`config.mk`:
```
export PLATFORM = sky130hd
export DESIGN_NAME = fft_power_stream
export DESIGN_NICKNAME = d
export VERILOG_FILES = /design/src/rtl/fft_power_stream.sv
export SDC_FILE = /design/constraint.sdc
export NUM_CORES = 1
export LEC_CHECK = 0
export ABC_AREA = 1
export BUFFER_PORTS_ARGS = -buffer_cell sky130_fd_sc_hd__buf_2
export CAP_MARGIN = 20
export CORE_ASPECT_RATIO = 0.8
export CORE_UTILIZATION = 45
export CTS_CLUSTER_SIZE = 24
export DETAILED_ROUTE_END_ITERATION = 12
export SETUP_SLACK_MARGIN = 0.15
export SYNTH_ARGS = -nofsm -noshare
export SYNTH_HDL_FRONTEND = slang
export SYNTH_SLANG_ARGS = --single-unit
```
`constraint.sdc`:
```
create_clock -name clk_in -period 4.8 [get_ports clk_in]
set_input_delay 0.96 -clock clk_in [delete_from_list [all_inputs] [get_ports clk_in]]
set_output_delay 0.96 -clock clk_in [all_outputs]
set_load 0.01 [all_outputs]
```
`src/rtl/fft_power_stream.sv`:
```
// Streams FFT bins into per-bin power (re^2 + im^2) with bin index, frame-end pulse
// and a sticky framing-error flag; two register stages, one bin per cycle.
module fft_power_stream #(
    parameter int unsigned N_FFT = 512,
    parameter int unsigned IN_W  = 16,
    localparam int unsigned K_W  = $clog2(N_FFT)
) (
    input  logic                   clk_in,
    input  logic                   rst_in,
    input  logic signed [IN_W-1:0] re_in,
    input  logic signed [IN_W-1:0] im_in,
    input  logic                   valid_in,
    input  logic                   last_in,
    input  logic                   err_clr_in,
    output logic [2*IN_W-1:0]      power_out,
    output logic [K_W-1:0]         k_out,
    output logic                   valid_out,
    output logic                   frame_done_out,
    output logic                   sync_err_out
);

    localparam int unsigned SQ_W  = 2 * IN_W - 1;
    localparam int unsigned PWR_W = 2 * IN_W;
    localparam logic [K_W-1:0] K_MAX = K_W'(N_FFT - 1);

    typedef enum logic {
        ST_IDLE   = 1'b0,
        ST_STREAM = 1'b1
    } state_t;

    state_t           state_q, state_d;
    logic [K_W-1:0]   k_q, k_d;

    logic [SQ_W-1:0]  re_sq_q, re_sq_d;
    logic [SQ_W-1:0]  im_sq_q, im_sq_d;
    logic [K_W-1:0]   k1_q, k1_d;
    logic             v1_q, v1_d;
    logic             fd1_q, fd1_d;
    logic             err1_q, err1_d;

    logic [PWR_W-1:0] power_q, power_d;
    logic [K_W-1:0]   k2_q, k2_d;
    logic             v2_q, v2_d;
    logic             fd2_q, fd2_d;
    logic             err_q, err_d;

    logic                   at_max;
    logic                   bin_end;
    logic                   bin_err;
    logic signed [PWR_W-1:0] re_prod;
    logic signed [PWR_W-1:0] im_prod;

    // Frame tracking: a bin closes the frame on last_in or on reaching the top index;
    // the two disagreeing marks a framing error on that bin.
    always_comb begin
        state_d = state_q;
        k_d     = k_q;
        at_max  = (k_q == K_MAX);
        bin_end = valid_in && (last_in || at_max);
        bin_err = valid_in && (last_in != at_max);
        case (state_q)
            ST_IDLE: begin
                if (valid_in && !bin_end) begin
                    state_d = ST_STREAM;
                end
            end
            ST_STREAM: begin
                if (bin_end) begin
                    state_d = ST_IDLE;
                end
            end
            default: state_d = ST_IDLE;
        endcase
        if (valid_in) begin
            k_d = bin_end ? '0 : k_q + K_W'(1);
        end
    end

    // Stage 1: squares and sideband, zeroed on idle cycles so stage 2 emits zeros.
    always_comb begin
        re_prod = re_in * re_in;
        im_prod = im_in * im_in;
        v1_d    = valid_in;
        re_sq_d = valid_in ? SQ_W'(re_prod) : '0;
        im_sq_d = valid_in ? SQ_W'(im_prod) : '0;
        k1_d    = valid_in ? k_q : '0;
        fd1_d   = bin_end;
        err1_d  = bin_err;
    end

    // Stage 2: sum and sticky error; a new error outranks a simultaneous clear.
    always_comb begin
        v2_d    = v1_q;
        power_d = {1'b0, re_sq_q} + {1'b0, im_sq_q};
        k2_d    = k1_q;
        fd2_d   = v1_q && fd1_q;
        err_d   = err_q;
        if (v1_q && err1_q) begin
            err_d = 1'b1;
        end else if (err_clr_in) begin
            err_d = 1'b0;
        end
    end

    always_ff @(posedge clk_in or negedge rst_in) begin
        if (!rst_in) begin
            state_q <= ST_IDLE;
            k_q     <= '0;
            re_sq_q <= '0;
            im_sq_q <= '0;
            k1_q    <= '0;
            v1_q    <= 1'b0;
            fd1_q   <= 1'b0;
            err1_q  <= 1'b0;
            power_q <= '0;
            k2_q    <= '0;
            v2_q    <= 1'b0;
            fd2_q   <= 1'b0;
            err_q   <= 1'b0;
        end else begin
            state_q <= state_d;
            k_q     <= k_d;
            re_sq_q <= re_sq_d;
            im_sq_q <= im_sq_d;
            k1_q    <= k1_d;
            v1_q    <= v1_d;
            fd1_q   <= fd1_d;
            err1_q  <= err1_d;
            power_q <= power_d;
            k2_q    <= k2_d;
            v2_q    <= v2_d;
            fd2_q   <= fd2_d;
            err_q   <= err_d;
        end
    end

    assign power_out      = power_q;
    assign k_out          = k2_q;
    assign valid_out      = v2_q;
    assign frame_done_out = fd2_q;
    assign sync_err_out   = err_q;

endmodule

```
Word level (Yosys, flattened, before mapping). Cells that the tools add are included.

Add/sub/neg operators: 2. Multipliers: 2. Equality and inequality tests: 2. Multiplexer cells: 6. Reduce and logical (&&, ||, !) cells: 6.

Operator list (count): multiplier 16 x 16 -> 31 bit (2); two-way mux 31 bit (2); adder 31 x 31 -> 32 bit (1); two-way mux 9 bit (2); adder 9 x 1 -> 9 bit, second input constant (1); equality test 9 bit, second input constant (1); logical AND 1 bit (4); two-way mux 1 bit (2); nonzero test 2 bit (1); logical OR 1 bit (1); != test 1 bit (1).

Register bits after elaboration: 127. Input port bits: 37. Logic and storage cells: 30.

Depth between registers and ports, before layout.
Word-level depth: 4. Gate-level depth with buffers: 27.

Least setup slack after synthesis. Ideal clock, no wire load.

Kind: input-to-reg. Start: input re_in[1]. End: register re_sq_q[28]. Setup time: 0.132 ns. Arrival time: 6.058 ns. Data required time: 4.668 ns. Path slack: -1.390 ns. Stages: 24. Path through: clkbuf_1 clkbuf_1 nand2_1 inv_1 fa_1 inv_1 fa_1 inv_1 fa_1 fa_1 fa_1 inv_1 fa_1 inv_1 ha_1 nand2_1 nor2_1 nand2_1 nor3_1 nand2_1 nand3_1 nand2_1 nand2_1 nor2_1.

Cells in the longest elaborated chain, start to end: 2.

Ends and longest elaborated chain: start: declaration (line 10) `input logic signed [IN_W-1:0] re_in,`; multiplier 16 x 16 -> 31 bit (line 81) `re_prod = re_in * re_in;`; two-way mux 31 bit (line 84) `re_sq_d = valid_in ? SQ_W'(re_prod) : '0;`; named net re_sq_d[28] (line 34) `logic [SQ_W-1:0] re_sq_q, re_sq_d;`; end signal: assignment (line 123) `re_sq_q <= re_sq_d;`; end: declaration (line 34).

The timed path passes the listed nets, and every way through them passes these cells. A chain may end at the register's enable or synchronous reset.

Worst setup path after layout.
Start: input re_in[15]. End: register re_sq_q[30].

The elaborated chain is that of the path after synthesis.

==> results.py <==
metrics = {
    "timing": {
        "worst_hold_slack_ns": 0.348,
        "fin_ws_ns": -0.733,
        "setup_violations": 45,
        "fin_crit_ns": 5.53,
        "finalMaxSlewViolations": 0,
        "fmax_mhz": 181,
        "hold_viol": 0,
        "tightest_slew_ns": 1.05,
        "finalCritPeriodShare": 1.15,
        "fin_skew_ns": 0.0106,
        "rsz0062_at_grt": "yes",
        "relSlewSlack": 0.301,
    },
    "cts": {
        "clk_path_buf_depth": 2,
        "hold_buffers": 0,
        "cts_made_buffers": 17,
        "h-tree-depth": 4,
        "root_buffer": "clkbuf_16",
        "clk_latency_ns": 0.44,
        "cts_tree": "built",
        "cts_sinks": 125,
        "clkTransAtPathRegs_ns": 0.06,
    },
    "drt": {
        "first_pass_iters": 5,
        "drt-total-wl_mm": 66.2,
        "viasPerCell": 4.83,
        "wire_per_inst_um": 15.6,
        "top_layer_used": "met5",
        "wl_met1_mm": 32.8,
        "wl_met3_mm": 4.56,
        "ant_nets": 0,
        "num_vias": 20600,
        "wl_met2_mm": 28.3,
        "drt-initial-drc-count": 1262,
        "route.detailed.drc": 0,
    },
    "worst_hold_path": {
        "hold_path_class": "reg -> reg",
    },
    "logic_synthesis": {
        "async_flop_share": 1.00,
        "ys_top_cells_by_area": "fa_1 (38%), inv_1 (14%), dfrtp_1 (13%)",
        "yosysUniqueCellTypes": 37,
        "ys_seq_elements": 125,
        "ys.warnings.count": 0,
        "synth_nets": 3783,
        "synth_top_area_frac": 0.376,
        "netlist_area_sq_um": 24400,
        "post-synth-top-count-cell": "inv_1",
        "syn-instance-count": 3084,
        "synth_edf_count": 0,
        "yosys.area.top_type": "fa_1",
        "ys_seq_area_frac": 0.128,
        "ys_top_cells_by_count": "inv_1 (917), nand2_1 (692), fa_1 (458)",
        "avgSynthCellArea_sq_um": 7.92,
        "synthFlopType": "dfrtp_1",
    },
    "final_layout": {
        "drive_gt1_frac": 0.329,
        "fin_nets": 4250,
        "utilization": 0.629,
        "fill_cells": 4531,
        "diodes": 0,
        "area_growth_pct": 36.5,
    },
    "flow_run": {
        "drv_cap": 0,
    },
    "place": {
        "dp_hpwl_mm": 56.0,
        "place_congestion": 0.937,
        "placement.io_buffers": 80,
    },
    "critical_path": {
        "crit_path_frequent_cell": "fa_1",
        "max_stage_delay_ns": 0.55,
        "critPathArrivalTime_ns": 5.86,
        "required_ns": 5.13,
        "cp_max_fo": 7,
        "cp-start-kind": "input port",
        "rrSetupSlack_ns": 2.45,
        "crit_slowest_cell": "fa_1",
        "cp-end-kind": "flop",
        "worstSetupPathType": "in -> reg",
    },
    "floorplanning": {
        "pin_count": 81,
        "die_h_um": 210,
        "start_util": 0.460,
        "core-area_sq_um": 53000,
        "rows": 75,
        "dieArea_sq_um": 55200,
        "die_width_um": 262,
    },
    "global_route": {
        "antenna_found_initial": 1,
        "grt-ovfl-total": 0,
        "track_usage": 0.250,
        "grt_max_degree": 92,
        "grt_pass1_vias": 21600,
        "grt_pass1_wl_mm": 109,
    },
    "outcome": {
        "status": "finished with violations",
        "failed_checks": "setup timing",
    },
}
[worst max-delay path: cells and delay by family]
kind / cells / cell delay [ns]
adder cells (fa/ha/maj): 7 / 3.33
AND/OR/NAND/NOR: 8 / 0.53
AO/OA/AOI/OAI: 1 / 0.11
buffers and inverters: 9 / 0.90
[flip-flops by register name (all words and copies together) (netlist names)]
register and flops:
im_sq_q 30, v1_q 1, valid_out 1, k_out 9
re_sq_q 30, err1_q 1, sync_err_out 1, frame_done_out 1
power_out 32, k_q 9, fd1_q 1, k1_q 9
[cells by family after synthesis]
family	Yosys count	synth area share
adder cells (fa/ha/maj)	662	0.480
AND/OR/NAND/NOR	1059	0.176
XOR/XNOR	54	0.0194
flip-flops	125	0.128
buffers and inverters	993	0.153
AO/OA/AOI/OAI	191	0.0439
[layout by cell type (no fill, tap or decap), types with 25 or more instances in the layout]
master	synthesis	layout
nand4_1	26	26
buf_6	0	92
buf_2	6	49
inv_1	917	791
xor2_1	35	31
fa_1	458	419
nand2_1	692	511
nand2_2	4	119
ha_4	0	57
buf_8	0	25
inv_2	1	115
a21oi_2	3	33
a21oi_1	99	50
ha_1	204	143
fa_2	0	39
nor2_1	204	141
nor2_4	0	48
dfrtp_1	125	125
nand2_4	0	58
nand3_1	85	54
buf_4	0	328
buf_12	0	26
[layout make-up]
cell class / instances / area (sq um) / share of cell area
flip-flops and latches: 125 / 3130 / 0.0938
repair buffers: 523 / 4720 / 0.142
inverters: 918 / 3480 / 0.104
well taps: 693 / 867 / 0.0260
multi-input cells: 1966 / 20500 / 0.616
clock inverters: 14 / 181 / 0.00544
clock buffers: 18 / 429 / 0.0129
[through the flow]
| step | cells | TNS, ns | cell area (sq um) | worst slack (ns) |
|---|---|---|---|---|
| 2_1_floorplan | 3084 | -29.24 | 26400 | -0.997 |
| 3_3_place_gp | 4139 | -52.14 | 29400 | -1.39 |
| 3_5_place_dp | 4139 | -54.40 | 29400 | -1.43 |
| 4_1_cts | 4227 | -22.30 | 32200 | -0.764 |
| 5_1_grt | 4257 | -30.22 | 33300 | -0.939 |
| 6_report | 4257 | -23.36 | 33300 | -0.733 |
[layer usage]
metal	vias to the layer above	GRT usage
met2	481	0.372
met1	10200	0.383
met3	43	0.0549
li1	9881	-
met5	-	0
met4	2	0.0300
[final timing paths]
kind                              from       endpoint  cells past startpoint
max                          re_in[15]    re_sq_q[30]                     25
min                            k1_q[8]       k_out[8]                      0
max in group asynchronous       rst_in    re_sq_q[29]                      2
min reg2reg                    k1_q[8]       k_out[8]                      0
min in group asynchronous       rst_in       k_out[5]                      1
max reg2reg                im_sq_q[15]  power_out[17]                      8
[timing repair]
item / in CTS / in global routing
pin swaps: 225 / 210
gates cloned: 2 / 1
setup buffers: 54 / 29
endpoints found under the setup margin: 47 / 48
resized for setup: 455 / 258
Power is left out: the tool's default activity adds up to more than one toggle a clock period on the data nets, which glitch-free logic cannot reach.
